<file path="src/rtl/grid_game_engine.sv">
`default_nettype none
// ============================================================================
// Module   : grid_game_engine
// Purpose  : Tick-driven fire/gold grid game controller with lives, score,
//            per-tick damage de-duplication, post-hit shield and timed gold.
// Revision : 1.0 - initial release
// ============================================================================
module grid_game_engine #(
    parameter int               CELLS        = 9,
    parameter int               LIFE_MAX     = 5,
    parameter int               SCORE_MAX    = 3,
    parameter logic [CELLS-1:0] FIRE_SEED    = 9'b100110110,
    parameter logic [CELLS-1:0] FIRE_TAPS    = 9'b001101000,
    parameter logic [CELLS-1:0] GOLD_SEED    = 9'b100010000,
    parameter int               GOLD_PERIOD  = 3,
    parameter int               GOLD_HOLD    = 2,
    parameter int               SHIELD_TICKS = 2
) (
    input  logic                             clk,
    input  logic                             rst,
    input  logic                             tick,
    input  logic                             start,
    input  logic                             super_mode,
    input  logic [CELLS-1:0]                 box,
    output logic [1:0]                       game_state,
    output logic [$clog2(SCORE_MAX+1)-1:0]   score,
    output logic [$clog2(LIFE_MAX+1)-1:0]    life,
    output logic [CELLS-1:0]                 fire_state,
    output logic [CELLS-1:0]                 gold_state,
    output logic [CELLS-1:0]                 hit_bitmap,
    output logic                             shield_active,
    output logic                             win
);

    localparam int c_life_w  = $clog2(LIFE_MAX + 1);
    localparam int c_score_w = $clog2(SCORE_MAX + 1);
    localparam int c_pc_w    = $clog2(CELLS + 1);
    localparam int c_dw      = (c_pc_w > c_life_w) ? c_pc_w : c_life_w;
    localparam int c_sh_w    = (SHIELD_TICKS > 0) ? $clog2(SHIELD_TICKS + 1) : 1;
    localparam int c_per_w   = $clog2(GOLD_PERIOD + 1);
    localparam int c_hold_w  = $clog2(GOLD_HOLD + 1);

    localparam logic [CELLS-1:0]    c_taps      = FIRE_TAPS & {1'b0, {(CELLS-1){1'b1}}};
    localparam logic [c_life_w-1:0] c_life_init = c_life_w'(LIFE_MAX);
    localparam logic [c_score_w-1:0] c_score_max = c_score_w'(SCORE_MAX);
    localparam logic [c_sh_w-1:0]   c_sh_init   = c_sh_w'(SHIELD_TICKS);
    localparam logic [c_per_w-1:0]  c_per_last  = c_per_w'(GOLD_PERIOD - 1);
    localparam logic [c_hold_w-1:0] c_hold_last = c_hold_w'(GOLD_HOLD - 1);

    typedef enum logic [1:0] {
        S_IDLE   = 2'd0,
        S_PLAY   = 2'd1,
        S_FINISH = 2'd2
    } state_t;

    state_t               r_state, w_state_n;
    logic                 r_start_q;
    logic [CELLS-1:0]     r_fire_q, r_gold, r_hit, r_gold_lfsr;
    logic [c_life_w-1:0]  r_life;
    logic [c_score_w-1:0] r_score;
    logic [c_sh_w-1:0]    r_shield;
    logic                 r_win;
    logic [c_per_w-1:0]   r_gold_cnt;
    logic [c_hold_w-1:0]  r_hold_cnt;

    logic [CELLS-1:0]     w_fire_n, w_gold_n, w_hit_n, w_gold_lfsr_n;
    logic [c_life_w-1:0]  w_life_n;
    logic [c_score_w-1:0] w_score_n;
    logic [c_sh_w-1:0]    w_shield_n;
    logic                 w_win_n;
    logic [c_per_w-1:0]   w_gold_cnt_n;
    logic [c_hold_w-1:0]  w_hold_cnt_n;

    logic                 w_start_rise, w_end, w_damage, w_catch;
    logic [CELLS-1:0]     w_fire_adv, w_gold_adv, w_hit_base, w_new_hits;
    logic [CELLS-1:0]     w_cand, w_pick;
    logic [c_pc_w-1:0]    w_pc;
    logic [c_dw-1:0]      w_life_ext, w_pc_ext;
    logic [c_life_w-1:0]  w_life_dec;

    // Galois step; an all-zero result is replaced by the seed so the LFSR never locks up.
    function automatic logic [CELLS-1:0] lfsr_step(input logic [CELLS-1:0] f,
                                                   input logic [CELLS-1:0] seed);
        logic [CELLS-1:0] r;
        r = {f[0], f[CELLS-1:1]} ^ ({CELLS{f[0]}} & c_taps);
        if (r == '0) begin
            r = seed;
        end
        return r;
    endfunction

    always_comb begin
        w_start_rise = start & ~r_start_q;
        w_fire_adv   = lfsr_step(r_fire_q, FIRE_SEED);
        w_gold_adv   = lfsr_step(r_gold_lfsr, GOLD_SEED);
        // A tick opens a new damage period, so the old bitmap no longer masks hits.
        w_hit_base   = tick ? '0 : r_hit;
        w_new_hits   = box & r_fire_q & ~w_hit_base & ~r_gold;
        w_pc         = '0;
        for (int i = 0; i < CELLS; i++) begin
            w_pc = w_pc + c_pc_w'(w_new_hits[i]);
        end
        w_damage     = (|w_new_hits) & ~super_mode & (r_shield == '0);
        w_catch      = |(box & r_gold);
        w_cand       = w_gold_adv & ~w_fire_adv;
        w_pick       = w_cand & (~w_cand + CELLS'(1));
        w_life_ext   = c_dw'(r_life);
        w_pc_ext     = c_dw'(w_pc);
        w_life_dec   = (w_pc_ext >= w_life_ext) ? '0 : c_life_w'(w_life_ext - w_pc_ext);
    end

    always_ff @(posedge clk or posedge rst) begin
        if (rst) begin
            r_state <= S_IDLE;
        end else begin
            r_state <= w_state_n;
        end
    end

    always_comb begin
        w_state_n = r_state;
        w_end     = (r_life == '0) || (r_score == c_score_max);
        case (r_state)
            S_IDLE:   if (w_start_rise) w_state_n = S_PLAY;
            S_PLAY:   if (w_end)        w_state_n = S_FINISH;
            S_FINISH: if (w_start_rise) w_state_n = S_IDLE;
            default:  w_state_n = S_IDLE;
        endcase
    end

    always_comb begin
        w_fire_n      = r_fire_q;
        w_gold_n      = r_gold;
        w_hit_n       = r_hit;
        w_gold_lfsr_n = r_gold_lfsr;
        w_life_n      = r_life;
        w_score_n     = r_score;
        w_shield_n    = r_shield;
        w_win_n       = r_win;
        w_gold_cnt_n  = r_gold_cnt;
        w_hold_cnt_n  = r_hold_cnt;
        case (r_state)
            S_IDLE: begin
                w_fire_n      = FIRE_SEED;
                w_gold_n      = '0;
                w_hit_n       = '0;
                w_gold_lfsr_n = GOLD_SEED;
                w_life_n      = c_life_init;
                w_score_n     = '0;
                w_shield_n    = '0;
                w_win_n       = 1'b0;
                w_gold_cnt_n  = '0;
                w_hold_cnt_n  = '0;
            end
            S_PLAY: begin
                if (tick) begin
                    w_fire_n = w_fire_adv;
                end
                w_hit_n = w_hit_base;
                if (w_damage) begin
                    w_hit_n    = w_hit_base | w_new_hits;
                    w_life_n   = w_life_dec;
                    w_shield_n = c_sh_init;
                end else if (tick && (r_shield != '0)) begin
                    w_shield_n = r_shield - 1'b1;
                end
                // A catch takes precedence over expiry in the same cycle.
                if (r_gold != '0) begin
                    if (w_catch) begin
                        w_gold_n     = '0;
                        w_gold_cnt_n = '0;
                        w_hold_cnt_n = '0;
                        if (r_score != c_score_max) begin
                            w_score_n = r_score + 1'b1;
                        end
                    end else if (tick) begin
                        if (r_hold_cnt == c_hold_last) begin
                            w_gold_n     = '0;
                            w_hold_cnt_n = '0;
                        end else begin
                            w_hold_cnt_n = r_hold_cnt + 1'b1;
                        end
                    end
                end else if (tick) begin
                    if (r_gold_cnt == c_per_last) begin
                        w_gold_lfsr_n = w_gold_adv;
                        w_gold_n      = w_pick;
                        w_gold_cnt_n  = '0;
                        w_hold_cnt_n  = '0;
                    end else begin
                        w_gold_cnt_n = r_gold_cnt + 1'b1;
                    end
                end
                if (w_end) begin
                    w_win_n = (r_score == c_score_max);
                end
            end
            S_FINISH: begin
                w_gold_n = '0;
            end
            default: begin
                w_gold_n = '0;
            end
        endcase
    end

    // start_q is not reloaded in IDLE so a held start cannot look like a new edge.
    always_ff @(posedge clk or posedge rst) begin
        if (rst) begin
            r_start_q   <= 1'b0;
            r_fire_q    <= FIRE_SEED;
            r_gold      <= '0;
            r_hit       <= '0;
            r_gold_lfsr <= GOLD_SEED;
            r_life      <= c_life_init;
            r_score     <= '0;
            r_shield    <= '0;
            r_win       <= 1'b0;
            r_gold_cnt  <= '0;
            r_hold_cnt  <= '0;
        end else begin
            r_start_q   <= start;
            r_fire_q    <= w_fire_n;
            r_gold      <= w_gold_n;
            r_hit       <= w_hit_n;
            r_gold_lfsr <= w_gold_lfsr_n;
            r_life      <= w_life_n;
            r_score     <= w_score_n;
            r_shield    <= w_shield_n;
            r_win       <= w_win_n;
            r_gold_cnt  <= w_gold_cnt_n;
            r_hold_cnt  <= w_hold_cnt_n;
        end
    end

    assign game_state    = r_state;
    assign score         = r_score;
    assign life          = r_life;
    assign fire_state    = r_fire_q & ~r_hit;
    assign gold_state    = r_gold;
    assign hit_bitmap    = r_hit;
    assign shield_active = (r_shield != '0);
    assign win           = r_win;

endmodule
`default_nettype wire

</file>
<file path="config.mk">
export PLATFORM = sky130hd
export DESIGN_NAME = grid_game_engine
export DESIGN_NICKNAME = d
export VERILOG_FILES = /design/src/rtl/grid_game_engine.sv
export SDC_FILE = /design/constraint.sdc
export NUM_CORES = 1
export LEC_CHECK = 0
export ABC_AREA = 1
export CAP_MARGIN = 20
export CORE_MARGIN = 2
export CORE_UTILIZATION = 54
export CTS_CLUSTER_SIZE = 24
export DETAILED_ROUTE_END_ITERATION = 12
export PLACE_DENSITY = 0.8
export SLEW_MARGIN = 30
export SYNTH_ARGS = -nofsm -noshare
export SYNTH_HDL_FRONTEND = slang
export SYNTH_SLANG_ARGS = --single-unit
</file>
<file path="constraint.sdc">
create_clock -name clk -period 11.1 [get_ports clk]
set_input_delay 2.775 -clock clk [delete_from_list [all_inputs] [get_ports clk]]
set_output_delay 2.775 -clock clk [all_outputs]
set_load 0.03 [all_outputs]
</file>
==> Word-level counts from Yosys, hierarchy flattened <==
Index checks and enable logic that the tools add are counted.
{ "totals": {"latchBits": 0, "out_inout_bits": 36, "regBits": 51, "elab_cells": 137, "mem_bits_ro": 0, "mem_bits_rw": 0, "memories": 0} }
{ "op_classes": {"n_reduce_logical": 22, "n_mux": 46, "n_addsub": 14, "mul": 0, "eq_ne": 22, "n_lt_le_gt_ge": 1, "bitwise_logic": 20, "div_mod_pow": 0, "shifts": 0} }
{ "op_table": {"columns": ["operator", "n"], "rows": [
  ["9-bit two-way mux", 15],
  ["9-bit bitwise AND", 7],
  ["9-bit one-hot mux with 2 select lines", 3],
  ["9-bit NOT", 5],
  ["2-bit two-way mux", 18],
  ["2-bit != test, second input constant", 11],
  ["4-bit by 1-bit adder with 4-bit output", 5],
  ["9-bit zero test", 2],
  ["9-bit OR reduction", 2],
  ["9-bit by 7-bit XOR with 9-bit output", 2],
  ["2-bit one-hot mux with 2 select lines", 4],
  ["4-bit AND reduction", 4],
  ["3-bit != test, second input constant", 5],
  ["9-bit by 1-bit adder with 9-bit output, second input constant", 1],
  ["9-bit OR", 1],
  ["9-bit nonzero test", 1],
  ["2-bit AND reduction", 4],
  ["2-bit by 1-bit adder with 2-bit output, second input constant", 3],
  ["2-bit == test, second input constant", 3],
  ["3-bit two-way mux", 2],
  ["2-bit one-hot mux with 3 select lines", 1],
  ["3-bit one-hot mux with 2 select lines", 1],
  ["3-bit AND reduction", 2],
  ["3-bit by 1-bit adder with 4-bit output", 1],
  ["16 further kinds", 22]
]} }

==> Longest topological paths before layout <==
Gate-level depths: netlist of the first run.
{ "depth": {"depth_word": 16, "ltp_mapped": 20, "mapped_depth_nobuf": 20} }

==> Least setup slack after synthesis of the first run <==
No wires, ideal clock.
{ "synth_timing": {"kind": "input to register", "start": "input tick", "end": "register r_life[1], in the netlist life[1]", "path_buffers": 0, "path_stages": 18, "t_required_ns": 11.005, "slack_ns": 4.501, "setup_ns": 0.095, "arrival_time_ns": 6.504, "path_cell_list": "inv_2 > nand2_1 > nand4_1 > inv_1 > fa_1 > inv_1 > fa_1 > inv_1 > fa_1 > inv_1 > fa_1 > fa_1 > inv_1 > ha_1 > a21boi_0 > o21ai_0 > nand2_1 > o31ai_1"} }
{ "synth_via": {"elab_chain_cells": 16, "word_cells_on_any_way": 22, "cone_classes": "add/sub: 9; order compare: 1; eq/ne: 1; mux: 4; bitwise: 5; reduce/logical: 2"} }
{ "synth_rtl": {"columns": ["element", "line", "text"], "rows": [
  ["start: declaration", "21", "input logic tick,"],
  ["9-bit two-way mux (*)", "97", "w_hit_base = tick ? '0 : r_hit;"],
  ["9-bit NOT (*)", "98", "w_new_hits = box & r_fire_q & ~w_hit_base & ~r_gold;"],
  ["9-bit bitwise AND (*) (2 in series)", "98", null],
  ["1-bit by 1-bit adder with 2-bit output", "101", "w_pc = w_pc + c_pc_w'(w_new_hits[i]);"],
  ["2-bit by 1-bit adder with 3-bit output", "101", null],
  ["3-bit by 1-bit adder with 4-bit output", "101", null],
  ["4-bit by 1-bit adder with 4-bit output (5 in series)", "101", null],
  ["4-bit by 3-bit >= comparator with 1-bit output / 3-bit subtractor (equally long branches)", "109", "w_life_dec = (w_pc_ext >= w_life_ext) ? '0 : c_life_w'(w_life_ext - w_pc_ext);"],
  ["3-bit two-way mux", "109", null],
  ["3-bit two-way mux", "160", "if (w_damage) begin"],
  ["3-bit one-hot mux with 2 select lines", "142", "case (r_state)"],
  ["end signal: assignment", "215", "r_life <= c_life_init;"],
  ["end signal: assignment", "227", "r_life <= w_life_n;"],
  ["end: declaration", "59", "logic [c_life_w-1:0] r_life;"]
]} }
Mark *: on every way between the ends. The rest lies on a longest branch, timed or not. The select of a mux whose other input is x is not followed.
A chain may end at the register's enable or synchronous reset.

==> Worst setup path in the final report of the first run <==
{ "layout_timing": {"start": "input tick", "end": "register r_life[2], in the netlist life[2]"} }
The elaborated chain is that of the path after synthesis.

==> flow_metrics.py, run 1 <==
metrics = {
    "status": {
        "outcome": "completed",
    },
    "drt": {
        "drt-total-wl_um": 8120,
        "routedWlPerCell_um": 15.1,
        "drc": 0,
        "ant_nets": 0,
        "drt-initial-drc-count": 274,
        "via_per_inst": 5.53,
        "first_pass_iters": 5,
        "vias": 2979,
    },
    "critical_path": {
        "path_class": "primary input to register",
        "crit_buf_inv": 7,
        "critPathMaxFanout": 8,
        "slowest_delay_ns": 0.53,
        "endpoint_kind": "register",
        "critPathRequiredTime_ns": 11.36,
        "startpoint_type": "primary input",
        "crit_arrival_ns": 7.46,
        "cpLargestDelayFamily": "adder cells",
        "worstPathCellList": "clkdlybuf4s50_1 > inv_2 > nand2_1 > nand4_1 > inv_1 > fa_1 > inv_1 > fa_1 > inv_1 > fa_1 > inv_1 > fa_1 > fa_1 > inv_1 > ha_1 > a21boi_0 > o21ai_0 > nand2_1 > nor2_1 > nand2_1 > nand2_1",
        "cpMaxStageDelayCell": "fa_1",
    },
    "floorplanning": {
        "die_area_mm2": 0.00635,
        "core-area_mm2": 0.00551,
        "die_width_um": 79.7,
        "io_pins": 50,
        "num_rows": 27,
        "fp.dieH_um": 79.7,
        "start_util_pct": 56.2,
    },
    "pwr": {
        "powerDensity_mw_per_mm2": 293,
        "leakagePower_uw": 0.00187,
        "ir_drop_mv": 0.256,
    },
    "final_layout": {
        "layout.nets": 495,
        "synthToLayoutAreaGrowth_pct": 21.0,
        "fill_cells": 480,
        "final_util_pct": 68.0,
        "final_common_cell": "nand2_1",
        "n_antenna_cell": 0,
        "final_cells": 539,
        "drive_above_1_share_pct": 10.1,
        "final_cell_mix": "nand2_1 (104), inv_1 (68), nor2_1 (53)",
        "fin_area_mm2": 0.00374,
    },
    "clock_network": {
        "numCtsBuffers": 5,
        "cts_resized": 0,
        "cts_root_buf": "clkbuf_8",
        "post-cts-setup-buffer-count": 0,
        "clk_latency_ns": 0.31,
        "post_cts_hold_buffer_count": 0,
        "path_clk_slew_ns": 0.09,
        "numClockSinks": 51,
        "ctsHtreeMaxLevel": 2,
        "cts_tree": "yes",
        "cts_buffer_depth": 2,
    },
    "sta": {
        "tightest_slew_ns": 0.642,
        "whs_ns": 0.503,
        "setup_tns_ns": 0,
        "relSlewSlack_pct": 57.2,
        "fmaxAchievable_mhz": 139,
        "period_share_pct": 64.9,
        "hold_violations": 0,
        "setup_viol": 0,
        "min_period_ns": 7.21,
        "rsz0062_at_grt": "no",
        "clock_skew_ns": 0.00712,
        "drv_slew": 0,
    },
    "placed_design": {
        "placed_cell_area_mm2": 0.00366,
        "dp.cells": 531,
        "dp_hpwl_um": 6180,
        "port_buffers": 49,
        "place_congestion": 0.931,
    },
    "yosys": {
        "synth.yosys.seq_area_share_pct": 41.6,
        "synth_cells": 413,
        "ys_ff_latch": 51,
        "yosysUniqueCellTypes": 30,
        "syn_nets": 442,
        "syn_avg_cell_area_um2": 7.49,
        "netlist_area_mm2": 0.00309,
        "ys_warn_count": 0,
    },
    "min_path": {
        "hold_path_class": "register to register",
    },
    "run": {
        "drv_cap": 0,
    },
    "global_route": {
        "grt_max_degree": 52,
        "grt_overflow": 0,
        "grt_pass1_wl_um": 13500,
        "grt_use_total_pct": 27.7,
        "grt_pass1_vias": 2817,
        "antenna_found_initial": 0,
    },
}
[worst min-delay path, stage by stage (launching register included)]
cell     delay [ns]
dfrtp_1        0.33
inv_1          0.05
nor2_1         0.09
[registers in the layout, indices dropped and copies added (netlist names)]
signal / flops
game_state: 2
gold_state: 9
hit_bitmap: 9
life: 3
r_fire_q: 9
r_gold_cnt: 2
r_gold_lfsr: 9
r_hold_cnt: 2
r_shield: 2
r_start_q: 1
score: 2
win: 1
[logic make-up (layout without fill, tap and decap cells)]
| group | count (synthesis) | count (layout) | share of synthesized area (%) |
|---|---|---|---|
| buf+inv | 82 | 136 | 10.1 |
| compound gates | 54 | 54 | 9.75 |
| flops | 51 | 51 | 41.6 |
| simple gates | 209 | 209 | 30.4 |
| xor+xnor | 2 | 2 | 0.566 |
| fa+ha+maj | 15 | 15 | 7.52 |
[final cells by class]
type,count,area [um2],share of cell area (%)
inverters,79,299,7.99
multi-input cells,280,1490,39.9
flip-flops and latches,51,1290,34.4
repair buffers,49,490,13.1
clock buffers,5,68.8,1.84
clock inverters,3,15.0,0.401
well taps,72,90.1,2.41
[path summary, 6_finish.rpt]
| path | startpoint | endpoint | slack, ns | cells after the start |
|---|---|---|---|---|
| setup reg to reg | r_fire_q[1] | life[2] | 6.32 | 18 |
| max in group asynchronous | rst | r_hold_cnt[1] | 7.77 | 2 |
| hold / removal | r_hold_cnt[1] | r_hold_cnt[1] | 0.50 | 2 |
| hold reg to reg | r_hold_cnt[1] | r_hold_cnt[1] | 0.50 | 2 |
| min in group asynchronous | rst | r_gold_lfsr[0] | 2.90 | 2 |
| setup / recovery | tick | life[2] | 3.89 | 21 |
[per-stage QoR]
step	total power [uW]	setup slack, ns
global route	1200	3.63
global placement	949	3.83
detailed placement	983	3.59
CTS	1090	3.89
finish	1100	3.89
floorplan	775	4.50
[layer usage]
metal | share of wire, % | track usage [%]
met3 | 8.4 | 6.45
met5 | 0 | 0
met2 | 45 | 41.7
met1 | 44 | 39.2
met4 | 2.2 | 9.66
[cell usage after synthesis (all sizes together)]
library cell  number  area, um2
o22ai             12       75.1
a31oi              1       6.26
a21oi              6       30.0
nor2              60        258
fa                 6        120
nand2            110        428
dfrtp             42       1050
dfstp              9        236
a211oi             1       7.51
a21boi             1       7.51
o21ai             30        150
nand4              8       50.1
a2bb2oi            1       8.76
ha                 9        113
xnor2              2       17.5
a32oi              1       8.76
o31ai              1       7.51
inv               79        297
nand3b             1       7.51
nor4               2       12.5
buf                3       17.5
nand3             28        185
[power by group]
| part | switching [uW] | internal, uW | total [uW] |
|---|---|---|---|
| combinational | 458 | 245 | 704 |
| sequential | 44.3 | 242 | 287 |
| clock | 63.7 | 43.4 | 107 |
(Power assumes the default switching activity.)
==> run 2, diff against run 1 <==
- clock period: 11.1 -> 6.9 ns (I/O delays scaled with it)
==> flow_metrics.py, run 2 (synthesized netlist as in run 1, its figures left out) <==
metrics = {
    "drt": {
        "first_pass_iters": 5,
        "via_per_inst": 5.47,
        "ant_nets": 0,
        "drc": 0,
        "vias": 2948,
        "drt-total-wl_um": 8050,
        "drt-initial-drc-count": 272,
        "routedWlPerCell_um": 14.9,
    },
    "critical_path": {
        "startpoint_type": "primary input",
        "rr_startpoint": "r_fire_q[1]",
        "r2r_slack_ns": 2.14,
        "cpLargestDelayFamily": "adder cells",
        "r2r_end": "life[2]",
        "worstPathCellList": "clkdlybuf4s50_1 > inv_2 > nand2_1 > nand4_1 > inv_1 > fa_1 > inv_1 > fa_1 > inv_1 > fa_1 > inv_1 > fa_1 > fa_1 > inv_1 > ha_1 > a21boi_0 > o21ai_0 > nand2_1 > nor2_1 > nand2_1 > nand2_1",
        "critPathRequiredTime_ns": 7.15,
        "path_class": "primary input to register",
        "path_depth": 21,
        "critPathCapture": "life[2]",
        "r2r_cells": 18,
        "crit_arrival_ns": 6.45,
        "crit_buf_inv": 7,
        "cpMaxStageDelayCell": "fa_1",
        "critPathMaxFanout": 8,
        "worstSetupStartpoint": "tick",
        "slowest_delay_ns": 0.53,
        "endpoint_kind": "register",
    },
    "placed_design": {
        "dp_hpwl_um": 6200,
        "port_buffers": 49,
        "placed_cell_area_mm2": 0.00366,
        "place_congestion": 0.931,
    },
    "floorplanning": {
        "core-area_mm2": 0.00551,
        "die_area_mm2": 0.00635,
        "fp.dieH_um": 79.7,
        "die_width_um": 79.7,
        "num_rows": 27,
        "start_util_pct": 56.2,
        "io_pins": 50,
    },
    "clock_network": {
        "numCtsBuffers": 5,
        "cts_resized": 0,
        "cts_tree": "yes",
        "clk_latency_ns": 0.30,
        "post_cts_hold_buffer_count": 0,
        "post-cts-setup-buffer-count": 0,
        "numClockSinks": 51,
        "path_clk_slew_ns": 0.09,
        "cts_root_buf": "clkbuf_8",
        "cts_buffer_depth": 2,
        "ctsHtreeMaxLevel": 2,
    },
    "final_layout": {
        "fin_area_mm2": 0.00374,
        "final_cell_mix": "nand2_1 (104), inv_1 (68), nor2_1 (53)",
        "synthToLayoutAreaGrowth_pct": 21.0,
        "final_common_cell": "nand2_1",
        "multiInputGateArea_mm2": 0.00149,
        "layout.nets": 495,
        "n_antenna_cell": 0,
        "drive_above_1_share_pct": 10.1,
        "fill_cells": 474,
        "final-seq-area_mm2": 0.00129,
    },
    "sta": {
        "clock_skew_ns": 0.00569,
        "whs_ns": 0.500,
        "fmaxAchievable_mhz": 161,
        "period_share_pct": 89.8,
        "drv_slew": 0,
        "setup_viol": 0,
        "tightest_slew_ns": 0.626,
        "relSlewSlack_pct": 58.2,
        "hold_violations": 0,
        "setup_tns_ns": 0,
        "min_period_ns": 6.19,
        "rsz0062_at_grt": "no",
    },
    "global_route": {
        "grt_overflow": 0,
        "antenna_found_initial": 0,
        "grt_max_degree": 52,
        "grt_use_total_pct": 27.2,
        "grt_pass1_wl_um": 13300,
        "grt_pass1_vias": 2810,
    },
    "pwr": {
        "p_total_uw": 1760,
        "leakagePower_uw": 0.00187,
        "ir_drop_mv": 0.415,
        "powerDensity_mw_per_mm2": 471,
    },
    "status": {
        "outcome": "completed",
    },
    "min_path": {
        "hold_path_depth": 2,
        "hold_path_class": "register to register",
    },
    "run": {
        "drv_cap": 0,
    },
}
run 2: cell counts in the layout (fill, tap and decap cells not counted):
No cell type changed its count.
run 2: how the worst min path moves through the flow:
stage	slack, ns	start	to
final	0.50	r_hold_cnt[1]	r_hold_cnt[1]
after global routing	0.54	r_gold_lfsr[4]	r_gold_lfsr[4]
after CTS	0.50	r_hold_cnt[1]	r_hold_cnt[1]
after detailed placement	0.48	r_hold_cnt[1]	r_hold_cnt[1]
after global placement	0.47	r_gold_lfsr[4]	r_gold_lfsr[4]
after floorplan	0.46	r_gold_lfsr[4]	r_gold_lfsr[4]
run 2: routing by layer:
metal	GRT usage [%]	vias up	part of all wire, %
met5	0	-	0
met4	8.45	0	1.3
met3	5.09	14	7.7
met2	42.4	145	47
met1	38.6	1389	44
li1	-	1400	-
run 2: stage by stage:
step / util, % / setup WS, ns / std cells
after global routing: 68.0 / 0.481 / 539
after global placement: 66.4 / 0.677 / 531
after floorplan: - / 1.35 / 413
after CTS: 68.0 / 0.742 / 539
final: 68.0 / 0.706 / 539
after detailed placement: 66.5 / 0.435 / 531
run 2: tightest hold or removal path: stages (launching register included):
cell and delay [ns]:
dfrtp_1 0.33, inv_1 0.05, nor2_1 0.09
run 2: cell type report:
| type | instances | share of cell area, % |
|---|---|---|
| clock buffers | 5 | 1.84 |
| well taps | 72 | 2.41 |
| clock inverters | 3 | 0.401 |
| repair buffers | 49 | 13.1 |
| multi-input cells | 280 | 39.9 |
| inverters | 79 | 7.99 |
| flip-flops and latches | 51 | 34.4 |
run 2: power breakdown:
part | internal, uW | total [uW] | switching (uW)
clock | 69.7 | 170 | 100
sequential | 390 | 461 | 70.9
combinational | 395 | 1130 | 735
total | 855 | 1760 | 907
==> run 3, diff against run 2 <==
- CORE_ASPECT_RATIO: unset -> 1.75
==> flow_metrics.py, run 3 (synthesized netlist as in run 1, its figures left out) <==
metrics = {
    "sta": {
        "drv_slew": 0,
        "setup_tns_ns": 0,
        "fmaxAchievable_mhz": 165,
        "hold_violations": 0,
        "tightest_slew_ns": 0.621,
        "rsz0062_at_grt": "no",
        "clock_skew_ns": 0.00551,
        "relSlewSlack_pct": 58.6,
        "setup_viol": 0,
        "min_period_ns": 6.07,
        "period_share_pct": 88.0,
    },
    "floorplanning": {
        "die_width_um": 61.2,
        "num_rows": 36,
        "fp.dieH_um": 104,
        "start_util_pct": 55.8,
        "die_area_mm2": 0.00638,
        "core-area_mm2": 0.00554,
        "io_pins": 50,
    },
    "run": {
        "drv_cap": 0,
    },
    "clock_network": {
        "post_cts_hold_buffer_count": 0,
        "cts_root_buf": "clkbuf_8",
        "path_clk_slew_ns": 0.09,
        "ctsHtreeMaxLevel": 2,
        "post-cts-setup-buffer-count": 0,
        "cts_resized": 0,
        "numClockSinks": 51,
        "numCtsBuffers": 5,
        "cts_tree": "yes",
        "cts_buffer_depth": 2,
        "clk_latency_ns": 0.30,
    },
    "final_layout": {
        "n_antenna_cell": 0,
        "synthToLayoutAreaGrowth_pct": 22.7,
        "final_common_cell": "nand2_1",
        "drive_above_1_share_pct": 9.85,
        "final_cell_mix": "nand2_1 (104), inv_1 (68), nor2_1 (53)",
        "layout.nets": 495,
    },
    "global_route": {
        "antenna_found_initial": 0,
        "grt_pass1_vias": 2955,
        "grt_pass1_wl_um": 13600,
        "grt_overflow": 0,
        "grt_use_total_pct": 27.9,
        "grt_max_degree": 52,
    },
    "critical_path": {
        "critPathMaxFanout": 8,
        "crit_buf_inv": 7,
        "path_class": "primary input to register",
        "r2r_end": "life[0]",
        "r2r_cells": 18,
        "crit_arrival_ns": 6.32,
        "critPathRequiredTime_ns": 7.15,
        "cpLargestDelayFamily": "adder cells",
        "r2r_slack_ns": 2.30,
        "worstPathCellList": "clkdlybuf4s50_1 > inv_2 > nand2_1 > nand4_1 > inv_1 > fa_1 > inv_1 > fa_1 > inv_1 > fa_1 > inv_1 > fa_1 > fa_1 > inv_1 > ha_1 > a21boi_0 > o21ai_0 > nand2_1 > nor2_1 > nand2_1 > nand2_1",
        "path_depth": 21,
        "startpoint_type": "primary input",
        "endpoint_kind": "register",
        "rr_startpoint": "r_fire_q[1]",
        "cpMaxStageDelayCell": "fa_1",
        "slowest_delay_ns": 0.53,
    },
    "status": {
        "outcome": "completed",
    },
    "pwr": {
        "ir_drop_mv": 0.411,
        "powerDensity_mw_per_mm2": 485,
        "p_total_uw": 1840,
        "leakagePower_uw": 0.00189,
    },
    "drt": {
        "routedWlPerCell_um": 15.6,
        "drc": 0,
        "drt-initial-drc-count": 163,
        "drt-total-wl_um": 8450,
        "ant_nets": 0,
        "via_per_inst": 5.48,
        "vias": 2977,
        "first_pass_iters": 5,
    },
    "placed_design": {
        "place_congestion": 0.933,
        "dp_hpwl_um": 6570,
        "port_buffers": 49,
    },
    "min_path": {
        "min-delay-start": "r_gold_lfsr[4]",
        "hold_path_class": "register to register",
        "holdPathEnd": "r_gold_lfsr[4]",
        "hold_path_depth": 2,
    },
}
==> run 3: cell count changes in the layout (fill, tap and decap cells not counted) <==
| cell | change |
|---|---|
| clkbuf_1 | +1 |
| clkinv_2 | -3 |
| bufinv_16 | +2 |
==> run 3: power breakdown <==
group	switching, uW	internal (uW)	total [uW]
sequential	74.6	390	465
clock	102	145	247
combinational	736	395	1130
==> run 3: per-layer routing <==
metal / track usage (%) / routed length (um)
met1: 30.7 / 3040
met2: 47.7 / 4520
met3: 4.23 / 361
met4: 16.1 / 525
met5: 0 / 0
==> run 3: how the worst max path moves through the flow <==
stage          from       to  slack [ns]
6_report       tick  life[0]        0.83
5_1_grt        tick  life[0]        0.57
4_1_cts        tick  life[0]        0.84
3_5_place_dp   tick  life[1]        0.50
3_3_place_gp   tick  life[2]        0.67
2_1_floorplan  tick  life[1]        1.35
==> run 3: final cells by class <==
cell class | instances | area, um2
Sequential cell | 51 | 1290
Clock inverter | 2 | 60.1
Inverter | 79 | 299
Tap cell | 76 | 95.1
Multi-Input combinational cell | 280 | 1490
Fill cell | 473 | 1740
Clock buffer | 6 | 72.6
Timing Repair Buffer | 49 | 490
==> run 3: through the flow <==
step                setup WS [ns]  hold slack (ns)  std cells  instance area (um2)  util, %
CTS                         0.841            0.491        543                 3800     68.5
floorplan                    1.35            0.460        413                 3090        -
finish                      0.829            0.489        543                 3800     68.5
detailed placement          0.498            0.476        535                 3660     66.1
global route                0.572            0.511        543                 3800     68.5
global placement            0.668            0.473        535                 3660     66.1
==> run 3: tightest hold or removal path: cells and delay by family, from the launching register on <==
family,cells,cell delay [ns]
AOI/OAI and AO/OA,1,0.06
buffers and inverters,1,0.06
DFF,1,0.38
